### config.mk
export PLATFORM = sky130hd
export DESIGN_NAME = permutation_inv
export DESIGN_NICKNAME = d
export VERILOG_FILES = /design/src/rtl/ascon_pack.sv /design/src/rtl/ps_inv.sv /design/src/rtl/permutation_inv.sv
export SDC_FILE = /design/constraint.sdc
export NUM_CORES = 2
export LEC_CHECK = 0
export ABC_AREA = 0
export BUFFER_PORTS_ARGS = -buffer_cell sky130_fd_sc_hd__buf_2
export CORE_UTILIZATION = 55
export CTS_CLUSTER_DIAMETER = 120
export DETAILED_ROUTE_END_ITERATION = 8
export GPL_TIMING_DRIVEN = 0
export PLACE_DENSITY = 0.83
export SYNTH_ARGS = -nofsm -noshare
export SYNTH_HDL_FRONTEND = slang
export SYNTH_SLANG_ARGS = --single-unit
### constraint.sdc
create_clock -name clock_i -period 6.1 [get_ports clock_i]
set_input_delay 0.305 -clock clock_i [delete_from_list [all_inputs] [get_ports clock_i]]
set_output_delay 0.305 -clock clock_i [all_outputs]
set_load 0.01 [all_outputs]
### src/rtl/ascon_pack.sv
// Shared Ascon types and constants for the inverse permutation datapath.
package ascon_pack;

  typedef logic [4:0][63:0] type_state;

  typedef enum logic [1:0] {
    ST_IDLE = 2'd0,
    ST_RUN  = 2'd1,
    ST_DONE = 2'd2
  } perm_state_e;

  // Linear-layer rotation pairs; element i belongs to word i.
  localparam logic [4:0][5:0] ROT_A = {6'd7, 6'd10, 6'd1, 6'd61, 6'd19};
  localparam logic [4:0][5:0] ROT_B = {6'd41, 6'd17, 6'd6, 6'd39, 6'd28};

  localparam logic [3:0] ROUND_FIRST = 4'd11;

  function automatic logic [7:0] round_const(input logic [3:0] r);
    return {4'hF - r, r};
  endfunction

endpackage

### src/rtl/ps_inv.sv
// Inverse Ascon 5-bit S-box, applied bit-sliced over the 64 state columns.
module ps_inv
  import ascon_pack::*;
(
  input  type_state state_i,
  output type_state state_o
);

  // Indexed by column value with word 0 as the MSB.
  localparam logic [31:0][4:0] SBOX_INV = {
    5'h02, 5'h10, 5'h0c, 5'h0f, 5'h08, 5'h04, 5'h1b, 5'h17,
    5'h1f, 5'h1c, 5'h05, 5'h03, 5'h11, 5'h0b, 5'h16, 5'h18,
    5'h1e, 5'h13, 5'h15, 5'h19, 5'h01, 5'h1d, 5'h06, 5'h0a,
    5'h12, 5'h0e, 5'h09, 5'h00, 5'h0d, 5'h07, 5'h1a, 5'h14
  };

  always_comb begin
    state_o = '0;
    for (int c = 0; c < 64; c++) begin
      {state_o[0][c], state_o[1][c], state_o[2][c], state_o[3][c], state_o[4][c]} =
        SBOX_INV[{state_i[0][c], state_i[1][c], state_i[2][c], state_i[3][c], state_i[4][c]}];
    end
  end

endmodule

### src/rtl/permutation_inv.sv
// Inverse Ascon permutation (p12 / p6), one inverse round per clock.
// Define PERM_INV_UNROLL2_EN to apply two inverse rounds per clock.
module permutation_inv
  import ascon_pack::*;
(
  input  logic      clock_i,
  input  logic      resetb_i,
  input  logic      start_i,
  input  logic      rounds12_i,
  input  type_state state_i,
  output type_state state_o,
  output logic      valid_o,
  output logic      busy_o
);
  // state | meaning
  // IDLE  | waiting for start_i
  // RUN   | applying inverse rounds, r counting down from 11
  // DONE  | state_o updated, valid_o high for this one cycle

`ifdef PERM_INV_UNROLL2_EN
  localparam logic [3:0] ROUND_STEP = 4'd2;
`else
  localparam logic [3:0] ROUND_STEP = 4'd1;
`endif
  // Round index seen in the final RUN cycle for each mode.
  localparam logic [3:0] LAST_R12 = ROUND_STEP - 4'd1;
  localparam logic [3:0] LAST_R6  = LAST_R12 + 4'd6;

  perm_state_e r_fsm;
  type_state   r_state;
  type_state   r_state_o;
  logic [3:0]  r_round;
  logic        r_mode12;

  type_state   w_lin1, w_sb1, w_rnd1, w_next;
  logic        w_last;

  function automatic logic [63:0] ror64(input logic [63:0] x, input logic [5:0] n);
    logic [127:0] w;
    w = {x, x} >> n;
    return w[63:0];
  endfunction

  // L = 1 + X^a + X^b satisfies L^64 = 1 modulo X^64 + 1, so L^-1 = L^63,
  // i.e. the product of the squared forms L^(2^k) for k = 0..5.
  function automatic logic [63:0] lin_inv(input logic [63:0] x, input logic [5:0] a,
                                          input logic [5:0] b);
    logic [63:0] y;
    logic [5:0]  sa;
    logic [5:0]  sb;
    y = x;
    for (int k = 0; k < 6; k++) begin
      sa = a << k;
      sb = b << k;
      y  = y ^ ror64(y, sa) ^ ror64(y, sb);
    end
    return y;
  endfunction

  always_comb begin
    w_lin1 = '0;
    for (int i = 0; i < 5; i++) w_lin1[i] = lin_inv(r_state[i], ROT_A[i], ROT_B[i]);
  end

  ps_inv u_ps_inv1 (.state_i(w_lin1), .state_o(w_sb1));

  always_comb begin
    w_rnd1          = w_sb1;
    w_rnd1[2][7:0]  = w_sb1[2][7:0] ^ round_const(r_round);
  end

`ifdef PERM_INV_UNROLL2_EN
  type_state w_lin2, w_sb2, w_rnd2;

  always_comb begin
    w_lin2 = '0;
    for (int i = 0; i < 5; i++) w_lin2[i] = lin_inv(w_rnd1[i], ROT_A[i], ROT_B[i]);
  end

  ps_inv u_ps_inv2 (.state_i(w_lin2), .state_o(w_sb2));

  always_comb begin
    w_rnd2          = w_sb2;
    w_rnd2[2][7:0]  = w_sb2[2][7:0] ^ round_const(r_round - 4'd1);
  end

  assign w_next = w_rnd2;
`else
  assign w_next = w_rnd1;
`endif

  assign w_last = (r_round == (r_mode12 ? LAST_R12 : LAST_R6));

  always_ff @(posedge clock_i or negedge resetb_i) begin
    if (!resetb_i) begin
      r_fsm     <= ST_IDLE;
      r_state   <= '0;
      r_state_o <= '0;
      r_round   <= ROUND_FIRST;
      r_mode12  <= 1'b0;
    end else begin
      case (r_fsm)
        ST_IDLE, ST_DONE: begin
          if (start_i) begin
            r_state  <= state_i;
            r_round  <= ROUND_FIRST;
            r_mode12 <= rounds12_i;
            r_fsm    <= ST_RUN;
          end else begin
            r_fsm <= ST_IDLE;
          end
        end
        ST_RUN: begin
          r_state <= w_next;
          if (w_last) begin
            r_state_o <= w_next;
            r_fsm     <= ST_DONE;
          end else begin
            r_round <= r_round - ROUND_STEP;
          end
        end
        default: r_fsm <= ST_IDLE;
      endcase
    end
  end

  assign state_o = r_state_o;
  assign valid_o = (r_fsm == ST_DONE);
  assign busy_o  = (r_fsm == ST_RUN);

endmodule
==> flow_metrics.env <==
export IMPL_syn_num_nets=8720
export IMPL_firstDrtPassIters=9
export IMPL_worstSetupEndpointType="flip-flop"
export IMPL_timing_hold_violations_final=0
export IMPL_synthesis_area_per_instance_um2=10.1
export IMPL_regArea_mm2=0.0162
export IMPL_yosysUniqueCellTypes=86
export IMPL_ys_ff_latch=647
export IMPL_grt_pass1_wl_um=528000
export IMPL_cts_sinks=647
export IMPL_mostFrequentLayoutCells="xnor2_1 (984), o21ai_0 (868), buf_2 (720)"
export IMPL_dr_wl_met2_um=154000
export IMPL_drt_initial_drc_count=10497
export IMPL_cpPeakStageDelay_ns=0.92
export IMPL_numCtsBuffers=74
export IMPL_clk_pin_slew_worst_paths_ns=0.06
export IMPL_status="finished, violations left"
export IMPL_setup_viol=25
export IMPL_synth_edf_count=0
export IMPL_first_global_vias=68281
export IMPL_mostFrequentLayoutCell="xnor2_1"
export IMPL_io_buffer_count=645
export IMPL_cts_tree="yes"
export IMPL_wl_met3_um=58200
export IMPL_cp_required_ns=6.64
export IMPL_grt_max_degree=116
export IMPL_ios=646
export IMPL_top_layer="met5"
export IMPL_crit_type="flip-flop to flip-flop"
export IMPL_cts_root_buffer="clkbuf_16"
export IMPL_maxSlewViolCount=70
export IMPL_track_usage=0.516
export IMPL_cts_htree_levels=3
export IMPL_pre_cts_ws_ns=-1.81
export IMPL_worstPathCellList="clkbuf_1, xor3_1, xnor2_1, xnor3_1, xor2_1, xnor3_1, xor2_4, inv_1, ha_1, a211oi_1, a211oi_1, a21oi_1, o21ai_0"
export IMPL_fmax_mhz=160
export IMPL_clock_latency_ns=0.74
export IMPL_wl_met1_um=135000
export IMPL_multiInputGateArea_mm2=0.0630
export IMPL_syn_area_mm2=0.0807
export IMPL_antenna_found_initial=79
export IMPL_overflow=0
export IMPL_critPathSlowestCell="a21oi_1"
export IMPL_seq_area_frac_synth=0.201
export IMPL_finalWirelength_um=392000
export IMPL_routedWlPerCell_um=35.2
export IMPL_drive_gt1_frac=0.146
export IMPL_gp_congestion=1.12
export IMPL_skew_ns=0.0399
export IMPL_maxSlewHeadroom=-0.0581
export IMPL_regToRegSetupSlack_ns=-0.16
export IMPL_ys_warnings_count=0
export IMPL_violations="design-rule violations, max-capacitance violations, max-slew violations, negative setup slack"
export IMPL_core_area_mm2=0.146
export IMPL_fin_crit_ns=6.26
export IMPL_syn2layout_area_growth_pct=17.5
export IMPL_maxCapViolations=12
export IMPL_viasPerCell=6.61
export IMPL_crit_family="XOR/XNOR gates"
export IMPL_finalNetCount=9838
export IMPL_remaining_drc_errors=12
export IMPL_crit_buf_inv=2
export IMPL_ant_nets=0
export IMPL_period_share=1.03
export IMPL_crit_arrival_ns=6.81
export IMPL_hold_class="primary input to async pin"
export IMPL_num_vias=73552
export IMPL_hpwlAfterDp_um=319000
export IMPL_rsz0062_at_grt="true"
export IMPL_worstPathMaxFanout=12
export IMPL_fill_cells=11227
export IMPL_die_w_um=385
export IMPL_clk_path_buf_depth=3
export IMPL_synthCells=7967
export IMPL_async_flop_share=1.00
export IMPL_dieArea_mm2=0.148
export IMPL_setup_slack_ns=-0.164
export IMPL_fp_dieH_um=385
export IMPL_rows=140
export IMPL_start_util=0.554
export IMPL_worstMarginPinSlew_ns=1.58
export IMPL_worstSetupStartpointType="flip-flop"
export IMPL_ys_flop_type="dfrtp_1"
[cell type report]
class                   count  area share
multi-input cells        6551       0.664
plain buffers             498      0.0210
clock inverters            31     0.00476
diodes                     58     0.00153
flip-flops and latches    647       0.171
well taps                1917      0.0253
clock buffers             105      0.0225
repair buffers           1047      0.0796
inverters                 266      0.0105
[per-stage QoR]
step / hold WS [ns] / area (um2) / util / setup TNS (ns) / cells
2_1_floorplan: 0.00941 / 80700 / - / 0 / 7967
3_3_place_gp: 0.456 / 86400 / 0.593 / -5706.07 / 10529
3_5_place_dp: 0.438 / 87800 / 0.602 / -54.75 / 10602
4_1_cts: 0.278 / 94200 / 0.646 / 0 / 11062
5_1_grt: 0.332 / 94800 / 0.650 / -0.979 / 11073
6_report: 0.225 / 94900 / 0.651 / -1.32 / 11120
[per-layer routing]
layer | track usage | vias up
met5 | 0.00552 | -
met4 | 0.479 | 30
met3 | 0.228 | 1754
met2 | 0.696 | 5729
met1 | 0.609 | 35822
li1 | - | 30217
[final timing paths]
| check | startpoint | to | depth (start not counted) |
|---|---|---|---|
| worst min register to register | state_o[87]$_DFFE_PN0P_ | state_o[87]$_DFFE_PN0P_ | 2 |
| min in group clock_i | state_i[220] | r_state[220]$_DFFE_PN0P_ | 4 |
| worst min-delay path | resetb_i | r_state[210]$_DFFE_PN0P_ | 2 |
| worst max register to register | r_state[249]$_DFFE_PN0P_ | state_o[257]$_DFFE_PN0P_ | 13 |
| max in group asynchronous | resetb_i | state_o[75]$_DFFE_PN0P_ | 5 |
| worst max-delay path | r_state[249]$_DFFE_PN0P_ | state_o[257]$_DFFE_PN0P_ | 13 |
[synth_stat cells (29+ instances only)]
cell type | number | area share
a21oi_1 | 290 | 0.018
a22oi_1 | 321 | 0.030
buf_2 | 76 | 0.0047
and2_1 | 30 | 0.0023
xnor3_1 | 689 | 0.19
nand2b_1 | 49 | 0.0038
nand3_1 | 46 | 0.0029
mux4_2 | 53 | 0.015
inv_1 | 246 | 0.011
o211ai_1 | 79 | 0.0073
xor2_1 | 417 | 0.045
nand2_1 | 657 | 0.031
xor3_1 | 181 | 0.053
xnor2_1 | 1072 | 0.12
a211oi_1 | 39 | 0.0036
nor2b_1 | 32 | 0.0025
mux2_2 | 61 | 0.0085
dfrtp_1 | 644 | 0.20
o21ai_0 | 903 | 0.056
clkbuf_1 | 418 | 0.019
a21o_1 | 38 | 0.0035
a31oi_1 | 40 | 0.0031
ha_1 | 429 | 0.066
nor3_1 | 81 | 0.0050
nor2_1 | 335 | 0.016
xnor2_2 | 29 | 0.0058
mux2i_1 | 276 | 0.034
[repair_timing]
action,in CTS,in global routing
hold endpoints to repair,426,0
gates resized for setup,91,76
hold buffers,324,0
pin swaps,1,2
endpoints found under the setup margin,181,173
setup buffers,1,3
[kinds of logic after synthesis]
group,Yosys count,share of synthesized area
compound gates,1987,0.149
xor+xnor,2408,0.418
fa+ha+maj,429,0.0665
buf+inv,769,0.0371
flops,647,0.201
mux,391,0.0577
simple gates,1336,0.0714
[flip-flops by register name (all words and copies together), names as in the netlist]
register,flops
r_fsm,2
r_round,4
r_state,320
r_mode12,1
state_o,320
Power is not shown: default switching activity piles up to over one toggle a cycle in this logic, so the estimate is an artifact.
